### config.mk
export PLATFORM = sky130hd
export DESIGN_NAME = hazard_scoreboard_ctrl_flat
export DESIGN_NICKNAME = d
export VERILOG_FILES = /design/src/rtl/rv_hazard_pkg.sv /design/src/rtl/hazard_scoreboard_ctrl_if.sv /design/src/rtl/hazard_scoreboard.sv /design/src/rtl/hazard_scoreboard_ctrl.sv /design/src/flat_wrapper.sv
export SDC_FILE = /design/constraint.sdc
export NUM_CORES = 1
export LEC_CHECK = 0
export ABC_AREA = 0
export BUFFER_PORTS_ARGS = -buffer_cell sky130_fd_sc_hd__clkbuf_2
export CORE_MARGIN = 5
export CORE_UTILIZATION = 40
export DETAILED_ROUTE_END_ITERATION = 8
export SYNTH_ARGS = -nofsm -noshare
export SYNTH_HDL_FRONTEND = slang
export SYNTH_SLANG_ARGS = --single-unit
export TNS_END_PERCENT = 50
### constraint.sdc
create_clock -name i_clk -period 7 [get_ports i_clk]
set_input_delay 1.05 -clock i_clk [delete_from_list [all_inputs] [get_ports i_clk]]
set_output_delay 1.05 -clock i_clk [all_outputs]
set_load 0.05 [all_outputs]
### src/rtl/rv_hazard_pkg.sv
// rtl/rv_hazard_pkg.sv - shared encodings for the RV32I hazard/scoreboard unit
//
// Purpose: writeback-source and forwarding-select encodings plus the
// redirect-flush FSM state type, shared by the hazard unit and its users.
package rv_hazard_pkg;

  // EX writeback source that marks a load
  localparam logic [2:0] WB_SRC_MEM = 3'b001;

  // Operand-select encodings for the EX stage forwarding muxes
  localparam logic [1:0] FWD_RF  = 2'b00;
  localparam logic [1:0] FWD_MEM = 2'b10;
  localparam logic [1:0] FWD_WB  = 2'b01;

  typedef enum logic {
    RUN   = 1'b0,
    FLUSH = 1'b1
  } flush_state_t;

endpackage

### src/rtl/hazard_scoreboard_ctrl_if.sv
// rtl/hazard_scoreboard_ctrl_if.sv - pipeline-to-hazard-unit signal bundle
//
// Purpose: groups the decode/EX/MEM/WB/long-unit observations and the
// stall/flush/forward controls exchanged between the core and the hazard unit.
// Modports: master = core pipeline (drives i_*, receives o_*),
//           slave  = hazard unit  (receives i_*, drives o_*).
interface hazard_scoreboard_ctrl_if #(
  parameter int ADDR_W = 5,
  parameter int PERF_W = 16
);
  logic [ADDR_W-1:0] i_id_src_0;
  logic [ADDR_W-1:0] i_id_src_1;
  logic              i_id_use_0;
  logic              i_id_use_1;
  logic [ADDR_W-1:0] i_id_dst;
  logic              i_id_we;
  logic              i_id_long;
  logic [ADDR_W-1:0] i_ie_src_0;
  logic [ADDR_W-1:0] i_ie_src_1;
  logic [ADDR_W-1:0] i_ie_dst;
  logic [2:0]        i_ie_wb_src;
  logic              i_ie_long_issue;
  logic              i_ie_nxt_pc_src;
  logic [ADDR_W-1:0] i_im_dst;
  logic              i_im_we;
  logic [ADDR_W-1:0] i_iwb_dst;
  logic              i_iwb_we;
  logic              i_lu_done;
  logic [ADDR_W-1:0] i_lu_dst;

  logic              o_if_stall;
  logic              o_id_stall;
  logic              o_id_flush;
  logic              o_ie_flush;
  logic [1:0]        o_ie_forward_0;
  logic [1:0]        o_ie_forward_1;
  logic              o_sb_busy;
  logic [PERF_W-1:0] o_stall_cycles;

  modport master (
    output i_id_src_0, i_id_src_1, i_id_use_0, i_id_use_1, i_id_dst, i_id_we,
           i_id_long, i_ie_src_0, i_ie_src_1, i_ie_dst, i_ie_wb_src,
           i_ie_long_issue, i_ie_nxt_pc_src, i_im_dst, i_im_we, i_iwb_dst,
           i_iwb_we, i_lu_done, i_lu_dst,
    input  o_if_stall, o_id_stall, o_id_flush, o_ie_flush, o_ie_forward_0,
           o_ie_forward_1, o_sb_busy, o_stall_cycles
  );

  modport slave (
    input  i_id_src_0, i_id_src_1, i_id_use_0, i_id_use_1, i_id_dst, i_id_we,
           i_id_long, i_ie_src_0, i_ie_src_1, i_ie_dst, i_ie_wb_src,
           i_ie_long_issue, i_ie_nxt_pc_src, i_im_dst, i_im_we, i_iwb_dst,
           i_iwb_we, i_lu_done, i_lu_dst,
    output o_if_stall, o_id_stall, o_id_flush, o_ie_flush, o_ie_forward_0,
           o_ie_forward_1, o_sb_busy, o_stall_cycles
  );

endinterface

### src/rtl/hazard_scoreboard.sv
// rtl/hazard_scoreboard.sv - pending-register bitmap and in-flight long-op count
//
// Purpose: one pending bit per architectural register for results owed by the
// long unit, plus a count of long operations in flight.
// Ports: i_clk/i_rst; i_issue/i_issue_dst set a bit; i_done/i_done_dst clear
// a bit; i_rd_addr_0..2 -> o_pend_0..2 lookups; o_busy = any bit set;
// o_cnt = long ops in flight.
module hazard_scoreboard #(
  parameter int ADDR_W   = 5,
  parameter int MAX_LONG = 2,
  localparam int CNT_W   = $clog2(MAX_LONG + 1)
) (
  input  logic              i_clk,
  input  logic              i_rst,
  input  logic              i_issue,
  input  logic [ADDR_W-1:0] i_issue_dst,
  input  logic              i_done,
  input  logic [ADDR_W-1:0] i_done_dst,
  input  logic [ADDR_W-1:0] i_rd_addr_0,
  input  logic [ADDR_W-1:0] i_rd_addr_1,
  input  logic [ADDR_W-1:0] i_rd_addr_2,
  output logic              o_pend_0,
  output logic              o_pend_1,
  output logic              o_pend_2,
  output logic              o_busy,
  output logic [CNT_W-1:0]  o_cnt
);

  localparam int NREG = 2 ** ADDR_W;

  // x0 never has a pending write, so it carries no storage
  logic [NREG-1:1] sb_q;
  logic [NREG-1:0] sb_all;
  logic [CNT_W-1:0] cnt_q;

  assign sb_all = {sb_q, 1'b0};

  // A set and a clear hitting the same register resolve to set: the new
  // issue owns the register after the old result retires.
  always_ff @(posedge i_clk or posedge i_rst) begin
    if (i_rst) begin
      sb_q <= '0;
    end else begin
      for (int i = 1; i < NREG; i++) begin
        if (i_issue && (i_issue_dst == ADDR_W'(i))) begin
          sb_q[i] <= 1'b1;
        end else if (i_done && (i_done_dst == ADDR_W'(i))) begin
          sb_q[i] <= 1'b0;
        end
      end
    end
  end

  // Saturating at both ends so a protocol slip cannot wrap the count
  always_ff @(posedge i_clk or posedge i_rst) begin
    if (i_rst) begin
      cnt_q <= '0;
    end else if (i_issue && !i_done && (cnt_q != CNT_W'(MAX_LONG))) begin
      cnt_q <= cnt_q + CNT_W'(1);
    end else if (!i_issue && i_done && (cnt_q != '0)) begin
      cnt_q <= cnt_q - CNT_W'(1);
    end
  end

  assign o_pend_0 = sb_all[i_rd_addr_0];
  assign o_pend_1 = sb_all[i_rd_addr_1];
  assign o_pend_2 = sb_all[i_rd_addr_2];
  assign o_busy   = |sb_q;
  assign o_cnt    = cnt_q;

endmodule

### src/rtl/hazard_scoreboard_ctrl.sv
// rtl/hazard_scoreboard_ctrl.sv - RV32I hazard unit: forwarding, stalls, flushes
//
// Purpose: combinational forwarding and load-use detection, scoreboard and
// capacity stalls for long operations, a multi-cycle redirect flush and a
// saturating stall-cycle counter.
// Ports: i_clk, i_rst (async, active-high); hz_if (slave modport) carries
// decode/EX/MEM/WB/long-unit inputs and stall/flush/forward/perf outputs.
module hazard_scoreboard_ctrl
  import rv_hazard_pkg::*;
#(
  parameter int ADDR_W       = 5,
  parameter int MAX_LONG     = 2,
  parameter int FLUSH_CYCLES = 1,
  parameter int PERF_W       = 16
) (
  input  logic                     i_clk,
  input  logic                     i_rst,
  hazard_scoreboard_ctrl_if.slave  hz_if
);

  localparam int CNT_W = $clog2(MAX_LONG + 1);
  localparam int FC_W  = (FLUSH_CYCLES > 1) ? $clog2(FLUSH_CYCLES) : 1;

  logic             pend_0, pend_1, pend_2;
  logic [CNT_W-1:0] cnt;
  logic             lu_hz, sb_hz, cap_hz, hz, redir, stall;

  flush_state_t     state_q, state_d;
  logic [FC_W-1:0]  fc_q, fc_d;
  logic [PERF_W-1:0] stall_cycles_q;

  hazard_scoreboard #(
    .ADDR_W   (ADDR_W),
    .MAX_LONG (MAX_LONG)
  ) u_sb (
    .i_clk       (i_clk),
    .i_rst       (i_rst),
    .i_issue     (hz_if.i_ie_long_issue),
    .i_issue_dst (hz_if.i_ie_dst),
    .i_done      (hz_if.i_lu_done),
    .i_done_dst  (hz_if.i_lu_dst),
    .i_rd_addr_0 (hz_if.i_id_src_0),
    .i_rd_addr_1 (hz_if.i_id_src_1),
    .i_rd_addr_2 (hz_if.i_id_dst),
    .o_pend_0    (pend_0),
    .o_pend_1    (pend_1),
    .o_pend_2    (pend_2),
    .o_busy      (hz_if.o_sb_busy),
    .o_cnt       (cnt)
  );

  // MEM holds the younger result, so it is checked before WB
  function automatic logic [1:0] fwd_sel(input logic [ADDR_W-1:0] src,
                                         input logic [ADDR_W-1:0] m_dst,
                                         input logic              m_we,
                                         input logic [ADDR_W-1:0] w_dst,
                                         input logic              w_we);
    if (m_we && (src == m_dst) && (src != '0)) return FWD_MEM;
    if (w_we && (src == w_dst) && (src != '0)) return FWD_WB;
    return FWD_RF;
  endfunction

  assign hz_if.o_ie_forward_0 = fwd_sel(hz_if.i_ie_src_0, hz_if.i_im_dst,
                                        hz_if.i_im_we, hz_if.i_iwb_dst,
                                        hz_if.i_iwb_we);
  assign hz_if.o_ie_forward_1 = fwd_sel(hz_if.i_ie_src_1, hz_if.i_im_dst,
                                        hz_if.i_im_we, hz_if.i_iwb_dst,
                                        hz_if.i_iwb_we);

  assign lu_hz = (hz_if.i_ie_wb_src == WB_SRC_MEM) && (hz_if.i_ie_dst != '0) &&
                 ((hz_if.i_id_use_0 && (hz_if.i_id_src_0 == hz_if.i_ie_dst)) ||
                  (hz_if.i_id_use_1 && (hz_if.i_id_src_1 == hz_if.i_ie_dst)));

  // Third lookup catches WAW against a still-pending long result
  assign sb_hz = (hz_if.i_id_use_0 && pend_0) ||
                 (hz_if.i_id_use_1 && pend_1) ||
                 (hz_if.i_id_we    && pend_2);

  // An issue this cycle already consumes a slot the decoded op would need
  assign cap_hz = hz_if.i_id_long &&
                  (({1'b0, cnt} + (CNT_W+1)'(hz_if.i_ie_long_issue)) >=
                   (CNT_W+1)'(MAX_LONG));

  assign hz = lu_hz | sb_hz | cap_hz;

  always_ff @(posedge i_clk or posedge i_rst) begin
    if (i_rst) begin
      state_q <= RUN;
      fc_q    <= '0;
    end else begin
      state_q <= state_d;
      fc_q    <= fc_d;
    end
  end

  // fc counts the flush cycles still owed after the current one
  always_comb begin
    state_d = state_q;
    fc_d    = fc_q;
    case (state_q)
      RUN: begin
        if (hz_if.i_ie_nxt_pc_src && (FLUSH_CYCLES > 1)) begin
          state_d = FLUSH;
          fc_d    = FC_W'(FLUSH_CYCLES - 1);
        end
      end
      FLUSH: begin
        if (hz_if.i_ie_nxt_pc_src) begin
          fc_d = FC_W'(FLUSH_CYCLES - 1);
        end else if (fc_q <= FC_W'(1)) begin
          state_d = RUN;
          fc_d    = '0;
        end else begin
          fc_d = fc_q - FC_W'(1);
        end
      end
      default: begin
        state_d = RUN;
        fc_d    = '0;
      end
    endcase
  end

  assign redir = hz_if.i_ie_nxt_pc_src | (state_q == FLUSH);

  // Instructions behind a redirect are wrong-path, so flushing wins over stalling
  assign stall = hz & ~redir;

  assign hz_if.o_id_flush = redir;
  assign hz_if.o_ie_flush = redir | hz;
  assign hz_if.o_if_stall = stall;
  assign hz_if.o_id_stall = stall;

  always_ff @(posedge i_clk or posedge i_rst) begin
    if (i_rst) begin
      stall_cycles_q <= '0;
    end else if (stall && (stall_cycles_q != '1)) begin
      stall_cycles_q <= stall_cycles_q + PERF_W'(1);
    end
  end

  assign hz_if.o_stall_cycles = stall_cycles_q;

endmodule
### src/flat_wrapper.sv
// flat-port wrapper written by rule: the top's interface ports become plain ports
module hazard_scoreboard_ctrl_flat import rv_hazard_pkg::*;
#(
  parameter int ADDR_W       = 5,
  parameter int MAX_LONG     = 2,
  parameter int FLUSH_CYCLES = 1,
  parameter int PERF_W       = 16
)
  (i_clk, i_rst, hz_if_i_id_src_0, hz_if_i_id_src_1, hz_if_i_id_use_0, hz_if_i_id_use_1, hz_if_i_id_dst, hz_if_i_id_we, hz_if_i_id_long, hz_if_i_ie_src_0, hz_if_i_ie_src_1, hz_if_i_ie_dst, hz_if_i_ie_wb_src, hz_if_i_ie_long_issue, hz_if_i_ie_nxt_pc_src, hz_if_i_im_dst, hz_if_i_im_we, hz_if_i_iwb_dst, hz_if_i_iwb_we, hz_if_i_lu_done, hz_if_i_lu_dst, hz_if_o_if_stall, hz_if_o_id_stall, hz_if_o_id_flush, hz_if_o_ie_flush, hz_if_o_ie_forward_0, hz_if_o_ie_forward_1, hz_if_o_sb_busy, hz_if_o_stall_cycles);
  hazard_scoreboard_ctrl_if #(.ADDR_W(ADDR_W), .PERF_W(PERF_W)) hz_if_i ();
  input  logic i_clk;
  input  logic i_rst;
  input wire logic [$bits(hz_if_i.i_id_src_0)-1:0] hz_if_i_id_src_0;
  input wire logic [$bits(hz_if_i.i_id_src_1)-1:0] hz_if_i_id_src_1;
  input wire logic [$bits(hz_if_i.i_id_use_0)-1:0] hz_if_i_id_use_0;
  input wire logic [$bits(hz_if_i.i_id_use_1)-1:0] hz_if_i_id_use_1;
  input wire logic [$bits(hz_if_i.i_id_dst)-1:0] hz_if_i_id_dst;
  input wire logic [$bits(hz_if_i.i_id_we)-1:0] hz_if_i_id_we;
  input wire logic [$bits(hz_if_i.i_id_long)-1:0] hz_if_i_id_long;
  input wire logic [$bits(hz_if_i.i_ie_src_0)-1:0] hz_if_i_ie_src_0;
  input wire logic [$bits(hz_if_i.i_ie_src_1)-1:0] hz_if_i_ie_src_1;
  input wire logic [$bits(hz_if_i.i_ie_dst)-1:0] hz_if_i_ie_dst;
  input wire logic [$bits(hz_if_i.i_ie_wb_src)-1:0] hz_if_i_ie_wb_src;
  input wire logic [$bits(hz_if_i.i_ie_long_issue)-1:0] hz_if_i_ie_long_issue;
  input wire logic [$bits(hz_if_i.i_ie_nxt_pc_src)-1:0] hz_if_i_ie_nxt_pc_src;
  input wire logic [$bits(hz_if_i.i_im_dst)-1:0] hz_if_i_im_dst;
  input wire logic [$bits(hz_if_i.i_im_we)-1:0] hz_if_i_im_we;
  input wire logic [$bits(hz_if_i.i_iwb_dst)-1:0] hz_if_i_iwb_dst;
  input wire logic [$bits(hz_if_i.i_iwb_we)-1:0] hz_if_i_iwb_we;
  input wire logic [$bits(hz_if_i.i_lu_done)-1:0] hz_if_i_lu_done;
  input wire logic [$bits(hz_if_i.i_lu_dst)-1:0] hz_if_i_lu_dst;
  output wire logic [$bits(hz_if_i.o_if_stall)-1:0] hz_if_o_if_stall;
  output wire logic [$bits(hz_if_i.o_id_stall)-1:0] hz_if_o_id_stall;
  output wire logic [$bits(hz_if_i.o_id_flush)-1:0] hz_if_o_id_flush;
  output wire logic [$bits(hz_if_i.o_ie_flush)-1:0] hz_if_o_ie_flush;
  output wire logic [$bits(hz_if_i.o_ie_forward_0)-1:0] hz_if_o_ie_forward_0;
  output wire logic [$bits(hz_if_i.o_ie_forward_1)-1:0] hz_if_o_ie_forward_1;
  output wire logic [$bits(hz_if_i.o_sb_busy)-1:0] hz_if_o_sb_busy;
  output wire logic [$bits(hz_if_i.o_stall_cycles)-1:0] hz_if_o_stall_cycles;
  assign hz_if_i.i_id_src_0 = hz_if_i_id_src_0;
  assign hz_if_i.i_id_src_1 = hz_if_i_id_src_1;
  assign hz_if_i.i_id_use_0 = hz_if_i_id_use_0;
  assign hz_if_i.i_id_use_1 = hz_if_i_id_use_1;
  assign hz_if_i.i_id_dst = hz_if_i_id_dst;
  assign hz_if_i.i_id_we = hz_if_i_id_we;
  assign hz_if_i.i_id_long = hz_if_i_id_long;
  assign hz_if_i.i_ie_src_0 = hz_if_i_ie_src_0;
  assign hz_if_i.i_ie_src_1 = hz_if_i_ie_src_1;
  assign hz_if_i.i_ie_dst = hz_if_i_ie_dst;
  assign hz_if_i.i_ie_wb_src = hz_if_i_ie_wb_src;
  assign hz_if_i.i_ie_long_issue = hz_if_i_ie_long_issue;
  assign hz_if_i.i_ie_nxt_pc_src = hz_if_i_ie_nxt_pc_src;
  assign hz_if_i.i_im_dst = hz_if_i_im_dst;
  assign hz_if_i.i_im_we = hz_if_i_im_we;
  assign hz_if_i.i_iwb_dst = hz_if_i_iwb_dst;
  assign hz_if_i.i_iwb_we = hz_if_i_iwb_we;
  assign hz_if_i.i_lu_done = hz_if_i_lu_done;
  assign hz_if_i.i_lu_dst = hz_if_i_lu_dst;
  assign hz_if_o_if_stall = hz_if_i.o_if_stall;
  assign hz_if_o_id_stall = hz_if_i.o_id_stall;
  assign hz_if_o_id_flush = hz_if_i.o_id_flush;
  assign hz_if_o_ie_flush = hz_if_i.o_ie_flush;
  assign hz_if_o_ie_forward_0 = hz_if_i.o_ie_forward_0;
  assign hz_if_o_ie_forward_1 = hz_if_i.o_ie_forward_1;
  assign hz_if_o_sb_busy = hz_if_i.o_sb_busy;
  assign hz_if_o_stall_cycles = hz_if_i.o_stall_cycles;
  hazard_scoreboard_ctrl #(.ADDR_W(ADDR_W), .MAX_LONG(MAX_LONG), .FLUSH_CYCLES(FLUSH_CYCLES), .PERF_W(PERF_W)) u_core (.i_clk(i_clk), .i_rst(i_rst), .hz_if(hz_if_i));
endmodule
==> metrics.txt, run 1 <==
Std-Cell Rows 35; startpoint type of the worst setup path primary input; unrepaired setup endpoints after global routing no; horizontal die dimension ~110 um; global placement routability congestion roughly 0.9; Root Buffer Master sky130_fd_sc_hd__clkbuf_8; nets in the synthesized netlist around 450; cell types occupying the most area after synthesis sky130_fd_sc_hd__dfrtp_1, sky130_fd_sc_hd__o21ai_0, sky130_fd_sc_hd__xnor2_1, sky130_fd_sc_hd__mux2i_1, sky130_fd_sc_hd__mux4_2; via count of the routed design 3431; leakage power figure between 0.0015 and 0.002 uW; sequential element share of the synthesized area 0.338; Final Hold Vio Count 0; placed standard-cell area about 4200 um2; share of the cycle needed by the critical path after routing 0.631; CP Data Required Time 5950 ps; top-area cell type share of the netlist area 0.338; biggest fanout along the worst timing path 17; fmax between 200 and 250 MHz; number of synthesized flops with an enable pin 0; share of final-layout standard cells stronger than drive strength 1 0.268; routed length per instance 18.3 um; final design instance area without fill between 4000 and 5000 um2; initial antenna violation count 0; wire length of the first global-routing pass around 17 mm; TritonCTS clock tree done; kind of path behind the tightest hold check flop to flop; post-route clock skew 15.7 ps; data arrival time at the worst-slack endpoint 3360 ps; worst-case register-to-register setup slack approximately 4400 ps; result of the run finished, final reports clean; post-route ant nets 0; largest net degree at the start of global routing 51; number of vias per cell after detailed routing about 5.9; worst vdd ir 0.208 mV; Vert. Die Dim 106 um; worst setup slack before clock tree synthesis ~2600 ps; crit path kind primary input to output pin; setup violators final 0; transition at the pin with the smallest max-transition slack about 1100 ps; synthesized netlist cell count roughly 400; detailed-router iteration count before antenna repair 4; # port buffers 83; drt first-iter violations ~190; htree depth 2; number of max-slew violations in the final report 0; starting utilization of the core area 0.406; core region area 9110 um2; clock transition at the registers of the reported paths around 100 ps; clk_lat worst skew between 300 and 400 ps; commonest register cell after synthesis sky130_fd_sc_hd__dfrtp_1; post-CTS setup-driven buffer insertion count 0; CTS-repair resized insts 0; total die area ~11000 um2; type of destination of the critical path output pin; clock period minus final worst setup slack 4410 ps; synthesized area per cell ~9.4 um2; most frequent standard cell in the layout excluding fill and tap cells sky130_fd_sc_hd__clkbuf_2; number of sinks on the clock net 50; least setup slack across all paths after layout about 2600 ps; Num CTS Buffers 5; diode count 0; Routed Wire Length roughly 11 mm; number of inserted filler cells in the final layout between 900 and 1k; post-synthesis instance area ~3700 um2; count of unresolved DRC violations after routing 0; area delta synth->final 16.1%; post-layout power between 1000 and 1500 uW; maxcap violations 0; net count reported at finish 525; commonest cells after routing, fill and taps aside sky130_fd_sc_hd__clkbuf_2, sky130_fd_sc_hd__o21ai_0, sky130_fd_sc_hd__dfrtp_1; share of flip-flops with an asynchronous set or reset 1.00; headroom to the max-slew limit 0.285; post-synthesis sequential element count 50; number of buffers between clock root and the deepest sink 2; most area-hungry cell type in the Yosys netlist sky130_fd_sc_hd__dfrtp_1; number of unique standard cell types used by synthesis between 50 and 60; placed wire-length estimate after detailed placement 8.26 mm; GRT Total Usage 0.190; number of global-route vias before repair between 3k and 4k; number of ports placed on the die boundary 84; power per cell area approximately 240 nW/um2; global-route congestion overflow total 0; hold buffer count at CTS 0; count of synthesis-stage warnings from yosys 0; total negative slack for setup checks 0 ps
critical path, stage by stage:
cell and delay [ps]:
sky130_fd_sc_hd__clkbuf_2 260, sky130_fd_sc_hd__mux4_1 590, sky130_fd_sc_hd__mux2_2 270, sky130_fd_sc_hd__nand4_1 80, sky130_fd_sc_hd__o311ai_1 150, sky130_fd_sc_hd__nor4_4 310, sky130_fd_sc_hd__buf_4 300, sky130_fd_sc_hd__nor2_1 100
sky130_fd_sc_hd__clkbuf_2 240
metrics by stage:
stage               hold WS (ps)  cells  utilization
finish                       494    577        0.471
CTS                          497    577        0.471
detailed placement           480    569        0.459
global placement             473    569        0.459
floorplan                    454    392            -
global route                 517    577        0.471
layout make-up:
type	instances	area (um2)	share of cell area
multi-input combinational	319	2340	0.545
sequential	50	1250	0.291
timing repair buffer	85	430	0.100
tap	111	139	0.0323
clock buffer	5	68.8	0.0160
clock inverter	3	48.8	0.0114
inverter	4	15.0	0.00350
final timing paths:
kind	startpoint	cells past startpoint	end
max	hz_if_i_id_src_0[0]	9	hz_if_o_if_stall
min	u_core.hz_if.o_stall_cycles[5]$_DFFE_PP0P_	1	u_core.hz_if.o_stall_cycles[5]$_DFFE_PP0P_
max reg2reg	u_core.u_sb.sb_q[25]$_DFFE_PP0P_	8	u_core.hz_if.o_stall_cycles[1]$_DFFE_PP0P_
min reg2reg	u_core.hz_if.o_stall_cycles[5]$_DFFE_PP0P_	1	u_core.hz_if.o_stall_cycles[5]$_DFFE_PP0P_
max in group asynchronous	i_rst	2	u_core.u_sb.sb_q[21]$_DFFE_PP0P_
min in group asynchronous	i_rst	2	u_core.u_sb.sb_q[5]$_DFFE_PP0P_
cell families after synthesis:
| logic type | after synthesis | synth area share |
|---|---|---|
| AND/OR/NAND/NOR | 147 | 0.245 |
| AO/OA/AOI/OAI | 90 | 0.139 |
| flip-flops | 50 | 0.338 |
| XOR/XNOR | 44 | 0.104 |
| multiplexers | 37 | 0.140 |
| buffers and inverters | 23 | 0.0301 |
| adder cells (fa/ha/maj) | 1 | 0.00338 |
per-layer routing:
layer  global-route usage  up-vias  wire length [um]
li1                     -     1630                 -
met1                0.258     1664              4610
met2                0.319      127              5060
met3               0.0304       10               790
met4               0.0398        0               123
met5                    0        -                 0
where the power goes:
group	internal, uW	switching, uW
Combinational	149	224
Sequential	352	90.3
Clock	109	106
synth_stat cells, types with 2 or more instances:
cell / number
sky130_fd_sc_hd__clkbuf_1: 8
sky130_fd_sc_hd__a21oi_1: 5
sky130_fd_sc_hd__a31oi_1: 3
sky130_fd_sc_hd__or2_2: 3
sky130_fd_sc_hd__a2111oi_0: 2
sky130_fd_sc_hd__nor2b_1: 11
sky130_fd_sc_hd__nand3b_1: 7
sky130_fd_sc_hd__mux4_2: 8
sky130_fd_sc_hd__a211oi_1: 2
sky130_fd_sc_hd__nor2_1: 10
sky130_fd_sc_hd__nand2_1: 22
sky130_fd_sc_hd__a221oi_1: 2
sky130_fd_sc_hd__o22ai_1: 2
sky130_fd_sc_hd__and4_1: 3
sky130_fd_sc_hd__buf_4: 2
sky130_fd_sc_hd__o21ai_0: 63
sky130_fd_sc_hd__mux4_1: 2
sky130_fd_sc_hd__or4_1: 5
sky130_fd_sc_hd__nand3_1: 18
sky130_fd_sc_hd__inv_1: 4
sky130_fd_sc_hd__nand2b_1: 11
sky130_fd_sc_hd__and2_1: 3
sky130_fd_sc_hd__buf_2: 7
sky130_fd_sc_hd__nor3b_1: 3
sky130_fd_sc_hd__xor2_1: 18
sky130_fd_sc_hd__dfrtp_1: 50
sky130_fd_sc_hd__nand4_1: 19
sky130_fd_sc_hd__nor4_1: 14
sky130_fd_sc_hd__o211ai_1: 4
sky130_fd_sc_hd__nand4b_1: 2
sky130_fd_sc_hd__o311ai_0: 2
sky130_fd_sc_hd__mux2i_1: 18
sky130_fd_sc_hd__nor3_2: 9
sky130_fd_sc_hd__mux2_2: 7
sky130_fd_sc_hd__xnor2_1: 26
state kept, by name (all words and copies together), names as in the netlist:
name / count
u_core.u_sb.sb_q: 31
u_core.hz_if.o_stall_cycles: 16
u_core.u_sb.o_cnt: 2
u_core.state_q: 1
No activity file was read; power rests on OpenSTA's default activity.
==> inputs of run 2 (changes only) <==
Clock period 7 ns to 4.4 ns, I/O delays scaled along.
==> metrics.txt, run 2 (same netlist as run 1, synthesis figures left out) <==
Root Buffer Master sky130_fd_sc_hd__clkbuf_8 (unchanged); share of the cycle needed by the critical path after routing 0.788; number of ports placed on the die boundary 84 (unchanged); CP Data Required Time 3740 ps (was 5950 ps); biggest fanout along the worst timing path 12 (was 17); total die area 11300 um2 (unchanged); htree depth 2 (unchanged); placed wire-length estimate after detailed placement 8.31 mm (was 8.26 mm); Most flops, register u_core.u_sb.sb_q (unchanged); Routed Wire Length 10.7 mm (was 10.6 mm); count of unresolved DRC violations after routing 0 (unchanged); power per cell area 371 nW/um2 (was 240 nW/um2); global-route congestion overflow total 0 (unchanged); Std-Cell Rows 35 (unchanged); TritonCTS clock tree done (unchanged); unrepaired setup endpoints after global routing no (unchanged); fmax 288 MHz; Finished Layout Cells 577 (unchanged); # port buffers 83 (unchanged); Storage cell area 1250 um2 (unchanged); transition at the pin with the smallest max-transition slack 1070 ps (about the same); wire length of the first global-routing pass 17.2 mm (was 17.5 mm); global placement routability congestion 0.857 (was 0.910); detailed-router iteration count before antenna repair 5 (was 4); met2 track demand over resource in global routing 0.319 (about the same); area taken by multi-input logic gates 2340 um2 (unchanged); number of inserted filler cells in the final layout 918 (was 915); diode count 0 (unchanged); setup violators final 0 (unchanged); Final Hold Vio Count 0 (unchanged); net count reported at finish 525 (unchanged); post-route ant nets 0 (unchanged); kind of path behind the tightest hold check flop to flop (unchanged); number of buffers between clock root and the deepest sink 2 (unchanged); horizontal die dimension 106 um (unchanged); most frequent standard cell in the layout excluding fill and tap cells sky130_fd_sc_hd__clkbuf_2 (unchanged); clock transition at the registers of the reported paths 100 ps (about the same); clock period minus final worst setup slack 3470 ps; leakage power figure 0.00180 uW (was 0.00182 uW); total negative slack for setup checks 0 ps (unchanged); type of destination of the critical path output pin (unchanged); max reg flops 31 (unchanged); share of final-layout standard cells stronger than drive strength 1 0.268 (unchanged); number of global-route vias before repair 3450 (was 3476); maxcap violations 0 (unchanged); via count of the routed design 3476 (was 3431); CTS-repair resized insts 0 (unchanged); post-route clock skew 15.5 ps (was 15.7 ps); largest net degree at the start of global routing 51 (unchanged); Vert. Die Dim 106 um (unchanged); number of vias per cell after detailed routing 6.02 (was 5.95); met1 global-route usage 0.252 (was 0.258); core region area 9110 um2 (unchanged); met3 routing resource usage after global routing 0.0249 (was 0.0304); crit path kind primary input to output pin (unchanged); headroom to the max-slew limit 0.285 (about the same); Hold Crit Depth 1 (unchanged); area delta synth->final 15.4% (was 16.1%); depth of the worst register-to-register path 8 (unchanged); result of the run finished, final reports clean (unchanged); data arrival time at the worst-slack endpoint 2810 ps (was 3360 ps); worst vdd ir 0.339 mV (was 0.208 mV); routed length per instance 18.6 um (was 18.3 um); GRT Total Usage 0.189 (was 0.190); number of max-slew violations in the final report 0 (unchanged); drt first-iter violations 266 (was 193); hold_ws 495 ps (was 494 ps); starting utilization of the core area 0.406 (unchanged); placed cells 569 (unchanged); routing layer with the top usage in global route met2 (unchanged); clk_lat worst skew 300 ps (was 310 ps); Num CTS Buffers 5 (unchanged); commonest cells after routing, fill and taps aside sky130_fd_sc_hd__clkbuf_2, sky130_fd_sc_hd__o21ai_0, sky130_fd_sc_hd__dfrtp_1 (unchanged); initial antenna violation count 0 (unchanged); hold buffer count at CTS 0 (unchanged); post-CTS setup-driven buffer insertion count 0 (unchanged); number of sinks on the clock net 50 (unchanged); startpoint type of the worst setup path primary input (unchanged)
## run 2: cell count changes in the layout (fill, tap and decap cells not counted)
cell / before / now
sky130_fd_sc_hd__bufinv_16: 1 / 0
sky130_fd_sc_hd__clkinvlp_4: 1 / 2
sky130_fd_sc_hd__inv_6: 0 / 1
sky130_fd_sc_hd__inv_8: 1 / 0
## run 2: metal layers
layer  routed length [um]  up-vias
met5                    0        -
met4                  144        0
met1                 4720     1691
met2                 5190      141
met3                  661       12
li1                     -     1632
## run 2: power by group
group	switching (uW)	internal (uW)	leakage, uW
logic	361	238	0.00113
clock network	164	114	0.0000408
registers	145	561	0.000632
## run 2: layout make-up
cell class                      instances  share of cell area
Clock buffer                            5              0.0161
Clock inverter                          3             0.00557
Tap cell                              111              0.0325
Inverter                                4             0.00352
Multi-Input combinational cell        319               0.548
Sequential cell                        50               0.293
Timing Repair Buffer                   85               0.101
## run 2: final timing paths
kind | from | endpoint | slack, ps
worst max-delay path | hz_if_i_id_src_0[0] | hz_if_o_id_stall | 930
worst min-delay path | u_core.hz_if.o_stall_cycles[9]$_DFFE_PP0P_ | u_core.hz_if.o_stall_cycles[9]$_DFFE_PP0P_ | 490
worst min register to register | u_core.hz_if.o_stall_cycles[9]$_DFFE_PP0P_ | u_core.hz_if.o_stall_cycles[9]$_DFFE_PP0P_ | 490
worst max register to register | u_core.u_sb.sb_q[26]$_DFFE_PP0P_ | u_core.hz_if.o_stall_cycles[12]$_DFFE_PP0P_ | 1670
min in group asynchronous | i_rst | u_core.u_sb.sb_q[1]$_DFFE_PP0P_ | 590
max in group asynchronous | i_rst | u_core.hz_if.o_stall_cycles[9]$_DFFE_PP0P_ | 3140
## run 2: worst max-delay path, cell delays in order
cell and delay [ps]:
sky130_fd_sc_hd__clkbuf_2 250, sky130_fd_sc_hd__mux4_1 580, sky130_fd_sc_hd__mux2_2 280, sky130_fd_sc_hd__nand4_1 80, sky130_fd_sc_hd__o311ai_1 150, sky130_fd_sc_hd__nor4_4 430, sky130_fd_sc_hd__nor2_1 110, sky130_fd_sc_hd__clkbuf_2 250
## run 2: metrics by stage
stage	power [uW]	worst slack, ps	area, um2	util
after detailed placement	1310	920	4180	0.459
after global placement	1300	948	4180	0.459
after CTS	1590	923	4270	0.469
final	1580	934	4270	0.469
after global routing	1680	845	4270	0.469
after floorplan	1120	606	3700	-
